File: config.mk
export PLATFORM = sky130hd
export DESIGN_NAME = decoder
export DESIGN_NICKNAME = d
export VERILOG_FILES = /design/src/rtl/decoder_pkg.sv /design/src/rtl/decoder_core.sv /design/src/rtl/decoder.sv
export SDC_FILE = /design/constraint.sdc
export NUM_CORES = 1
export LEC_CHECK = 0
export ABC_AREA = 1
export BUFFER_PORTS_ARGS = -buffer_cell sky130_fd_sc_hd__buf_4
export CAP_MARGIN = 20
export CORE_AREA = 5 5 42 44
export CTS_CLUSTER_SIZE = 40
export DETAILED_ROUTE_END_ITERATION = 8
export DIE_AREA = 0 0 47 49
export SLEW_MARGIN = 20
export SYNTH_ARGS = -nofsm -noshare
export SYNTH_HDL_FRONTEND = slang
export SYNTH_SLANG_ARGS = --single-unit
File: constraint.sdc
create_clock -name clk -period 1.4 [get_ports clk]
set_clock_uncertainty 0.1 [all_clocks]
set_input_delay 0.35 -clock clk [delete_from_list [all_inputs] [get_ports clk]]
set_output_delay 0.35 -clock clk [all_outputs]
set_load 0.02 [all_outputs]
File: src/rtl/decoder_pkg.sv
// ============================================================================
// Module      : decoder_pkg
// Description : Shared widths, select/one-hot types and the one-hot check
//               function for the binary-to-one-hot decoder.
// Revision    : 1.0 - initial release
// ============================================================================
`default_nettype none

package decoder_pkg;

  localparam int DEC_IN_W  = 3;
  localparam int DEC_OUT_W = 8;

  typedef logic [DEC_IN_W-1:0]  sel_t;
  typedef logic [DEC_OUT_W-1:0] onehot_t;

  function automatic logic onehot_check(input onehot_t v);
    return ($countones(v) == 1);
  endfunction

endpackage

`default_nettype wire

File: src/rtl/decoder_core.sv
// ============================================================================
// Module      : decoder_core
// Description : Purely combinational binary-to-one-hot decode of a_i.
// Revision    : 1.0 - initial release
// ============================================================================
`default_nettype none

module decoder_core #(
  parameter int IN_W  = 3,
  parameter int OUT_W = 2**IN_W
) (
  input  logic [IN_W-1:0]  a_i,
  output logic [OUT_W-1:0] x_o
);

  // Equality compare per bit so an unknown select propagates as X on every bit.
  always_comb begin
    x_o = '0;
    for (int k = 0; k < OUT_W; k++) begin
      x_o[k] = (a_i == IN_W'(k));
    end
  end

endmodule

`default_nettype wire

File: src/rtl/decoder.sv
// ============================================================================
// Module      : decoder
// Description : One-hot decoder with combinational output, a registered copy
//               with valid flag, and an optional sticky one-hot checker
//               enabled by DECODER_ONEHOT_CHK_EN.
// Revision    : 1.0 - initial release
// ============================================================================
`default_nettype none

module decoder
  import decoder_pkg::*;
#(
  parameter int IN_W = 3
) (
  input  logic                 clk,
  input  logic                 rst,
  input  logic [IN_W-1:0]      a,
  output logic [2**IN_W-1:0]   x,
  output logic [2**IN_W-1:0]   x_q,
  output logic                 x_vld,
  output logic                 err
);

  localparam int OUT_W = 2**IN_W;

  logic [OUT_W-1:0] x_q_d;
  logic             x_vld_q;

  decoder_core #(
    .IN_W  (IN_W),
    .OUT_W (OUT_W)
  ) u_core (
    .a_i (a),
    .x_o (x)
  );

  assign x_q_d = x;

  always_ff @(posedge clk or posedge rst) begin
    if (rst) begin
      x_q     <= '0;
      x_vld_q <= 1'b0;
    end else begin
      x_q     <= x_q_d;
      x_vld_q <= 1'b1;
    end
  end

  assign x_vld = x_vld_q;

`ifdef DECODER_ONEHOT_CHK_EN
  logic err_q;
  logic err_d;
  logic onehot_ok;

  generate
    if (OUT_W == DEC_OUT_W) begin : g_pkg_chk
      assign onehot_ok = onehot_check(onehot_t'(x_q));
    end else begin : g_cnt_chk
      assign onehot_ok = ($countones(x_q) == 1);
    end
  endgenerate

  // Sticky: once a non-one-hot registered value is seen, hold until reset.
  always_comb begin
    err_d = err_q | (x_vld_q & ~onehot_ok);
  end

  always_ff @(posedge clk or posedge rst) begin
    if (rst) begin
      err_q <= 1'b0;
    end else begin
      err_q <= err_d;
    end
  end

  assign err = err_q;
`else
  assign err = 1'b0;
`endif

endmodule

`default_nettype wire

---- Word level (Yosys, flattened, before mapping) ----
Index checks and enable logic that the tools add are counted.
Widths: inputs -> output; s select.
operators by class
  equal/unequal tests ..................... 7
  reductions and logical operators ........ 1
operators by type and width
  kind                count
  $eq 3x3->1 const B  4
  $eq 3x2->1 const B  2
  $eq 3x1->1 const B  1
  $logic_not 3->1     1
word-level totals
  flip-flop bits (word level) ............. 9
  input port bits ......................... 5
  output and inout bits ................... 18
  logic and storage cells ................. 10

---- Depth between registers and ports, before layout ----
  depth in word-level cells ............... 1
  mapped depth ............................ 3
  depth with buffers taken out ............ 3

---- Hierarchy ----
From an unflattened synthesis, not the netlist that was laid out.
second synthesis, totals
  cells, all modules ...................... 28
  area total of the unflattened synthesis .. 300.3 um^2
by module, submodules not included
  module        times used  cells an instance  area each (um^2)  seq. area each (um^2)
  decoder       1           13                 244.0             225.2
  decoder_core  1           15                 56.3              0.0

---- Worst setup path before layout ----
Ideal clock, no wire load.
  kind .................................... input port to output port
  start ................................... input port a[0]
  end ..................................... output port x[0]
  arrival ................................. 0.766 ns
  required time ........................... 0.950 ns
  slack ................................... 0.184 ns
  stages on the path ...................... 3
  path buffers ............................ 0
  cell sequence ........................... inv_1 -> nand2_1 -> nor2_1
between the ends
  longest elaborated chain between the ends .. 1
RTL lines
  item             RTL line            RTL
  start, declared  decoder.sv:17       input logic [IN_W-1:0] a,
  $logic_not 3->1  decoder_core.sv:20  x_o[k] = (a_i == IN_W'(k));
  end, declared    decoder.sv:18       output logic [2**IN_W-1:0] x,
No other way between the ends.

---- Final worst setup path ----
  start ................................... input port a[1]
  end ..................................... output port x[1]
between the ends
  longest elaborated chain between the ends .. 1
RTL lines
  item        RTL line
  $eq 3x1->1  decoder_core.sv:20
No other way between the ends.

==> run_results.csv <==
group,metric,value,unit
clock_tree,clkTransAtPathRegs,0.06,ns
floorplan,start_util,21.4,%
floorplan,ios,23,
detailed_routing,drc,0,
detailed_routing,via_per_inst,3.70,
outcome,status,"finished, final reports clean",
placement,gp_congestion,0.730,
sta,hold_slack,0.207,ns
grt,grt_pass1_wl,1250,um
sta,final-hold-violation-count,0,
sta,finalSetupTns,0,ns
floorplan,core,1400,um^2
yosys,synth_seq_cells,9,
min_path,min_path_type,"input pin to register",
yosys,synthCells,28,
floorplan,row_count,14,
floorplan,die_area,2300,um^2
power_and_ir_drop,powerDensity,1060,nW/um^2
grt,grt_max_degree,10,
setup_path,cp-start-kind,"input pin",
floorplan,die_h,49,um
yosys,synth_area,300,um^2
power_and_ir_drop,p_leak,0.000304,uW
finish,final_common_cell,"buf_4",
sta,drv_slew,0,
finish,nNetsFinal,59,
grt,grt_pass1_vias,285,
grt,grt.overflow.total,0,
setup_path,cp.arrival,0.89,ns
finish,layout-drive-gt1-share,58.5,%
clock_tree,postCtsSetupBuffers,0,
power_and_ir_drop,peakVddDrop,441,uV
yosys,ys_warn_count,0,
setup_path,crit_type,"input pin to output port",
grt,grt_use_total,8.27,%
sta,finalCritPeriodShare,95.6,%
sta,rsz0062_at_grt,"yes",
power_and_ir_drop,p_clk_share,34.5,%
yosys,synth_top_cell_area_share,75.0,%
power_and_ir_drop,combPwrFrac,17.3,%
yosys,ys_top_cells_by_area,"dfrtp_1 (75%), nor2_1 (10%), nand2_1 (5.0%)",
detailed_routing,wl_per_cell,10.3,um
sta,setup_viol,0,
placement,dp_hpwl,573,um
sta,timing.final.ws_setup,0.0623,ns
finish,layout.cells.non_filler,69,
placement,place_inst,64,
flow_run,cap_violations,0,
clock_tree,cts_sinks,9,
clock_tree,cts_tree,"yes",
power_and_ir_drop,switching_share,26.6,%
setup_path,cp.required,0.95,ns
clock_tree,clock_path_buffers,2,
detailed_routing,first_pass_iters,1,
detailed_routing,vias,255,
yosys,synth_top_area_cell,"dfrtp_1",
setup_path,cp-end-kind,"output port",
floorplan,die_w,47,um
sta,layout_min_cycle_time,1.34,ns
grt,grt_antenna_before_repair,0,
detailed_routing,wirelength,710,um
power_and_ir_drop,p_seq_share,48.3,%
finish,syn2layout_area_growth,77.1,%
clock_tree,cts_buffers,3,
power_and_ir_drop,switchingPower,150,uW
placement,dp_slack,0.0436,ns
detailed_routing,ant_nets,0,
setup_path,crit_fanout,3,
clock_tree,clockRootBuffer,"clkbuf_4",
placement,portBuffers,21,
yosys,synth_area_per_cell,10.7,um^2
yosys,ys_seq_area_share,75.0,%
power_and_ir_drop,internal-power,415,uW
clock_tree,cts.htree.levels,1,
finish,layout_common_cells,"buf_4 (18), dfrtp_1 (9), nor2_2 (5)",
yosys,synth.net_count,33,
sta,clock.fmax,748,MHz
yosys,synthDistinctLibCells,7,
finish,antenna_cells,0,
detailed_routing,dr.first_iter.drc_count,0,
worst max-delay path: stages:
cell and delay (ns):
buf_4 0.12, inv_1 0.06, nand2_1 0.09, nor2_2 0.14, buf_6 0.13
power groups by stage:
stage	logic (uW)	clock network, uW	registers, uW
6_report	97.6	195	273
3_3_place_gp	89.7	0	278
4_1_cts	92.8	209	273
3_5_place_dp	90.4	0	278
2_1_floorplan	32.7	0	292
5_1_grt	107	222	274
repair_timing:
| action | 4_1_cts | 5_1_grt |
|---|---|---|
| gates resized for setup | 0 | 8 |
| hold buffers | 1 | 0 |
| endpoints found under the setup margin | 0 | 5 |
| endpoints found under the hold margin | 9 | 0 |
cells in the mapped netlist, drive strengths merged:
cell and n:
nor2 8, dfrtp 9, inv 4, nand2 4, buf 1, conb 2
per-layer routing:
metal / vias up / track usage (%) / share of wire (%)
met1: 116 / 8.47 / 36
met3: 0 / 3.69 / 9.3
met2: 13 / 11.5 / 54
met4: 0 / 8.29 / 0
met5: - / 0 / 0
li1: 126 / - / -
final timing paths:
kind | to | startpoint | cells past startpoint
worst max-delay path | x[1] | a[1] | 5
worst min-delay path | x_q[2]$_DFF_PP0_ | a[2] | 2
max in group asynchronous | x_q[4]$_DFF_PP0_ | rst | 3
min in group asynchronous | x_q[6]$_DFF_PP0_ | rst | 3
logic make-up after synthesis:
group | synth area share (%)
simple gates | 15.0
flops | 75.0
buf+inv | 7.50
other cells | 2.50
registers in the layout (all words and copies together) (netlist names):
register	count
x_q	8
x_vld	1
layout make-up:
| type | count | area, um^2 |
|---|---|---|
| Multi-Input combinational cell | 14 | 65.1 |
| Timing Repair Buffer | 22 | 179 |
| Inverter | 4 | 15.0 |
| Clock inverter | 1 | 5.00 |
| Clock buffer | 3 | 22.5 |
| Fill cell | 169 | 870 |
| Sequential cell | 9 | 225 |
| Tap cell | 16 | 20.0 |
metrics by stage:
step                power [uW]  utilization, %  cell area, um^2
finish                     565            37.9              532
detailed placement         368            33.6              470
CTS                        574            36.3              508
global route               603            37.9              532
global placement           367            33.6              470
floorplan                  324               -              300
Power figures use the tool's default switching activity.
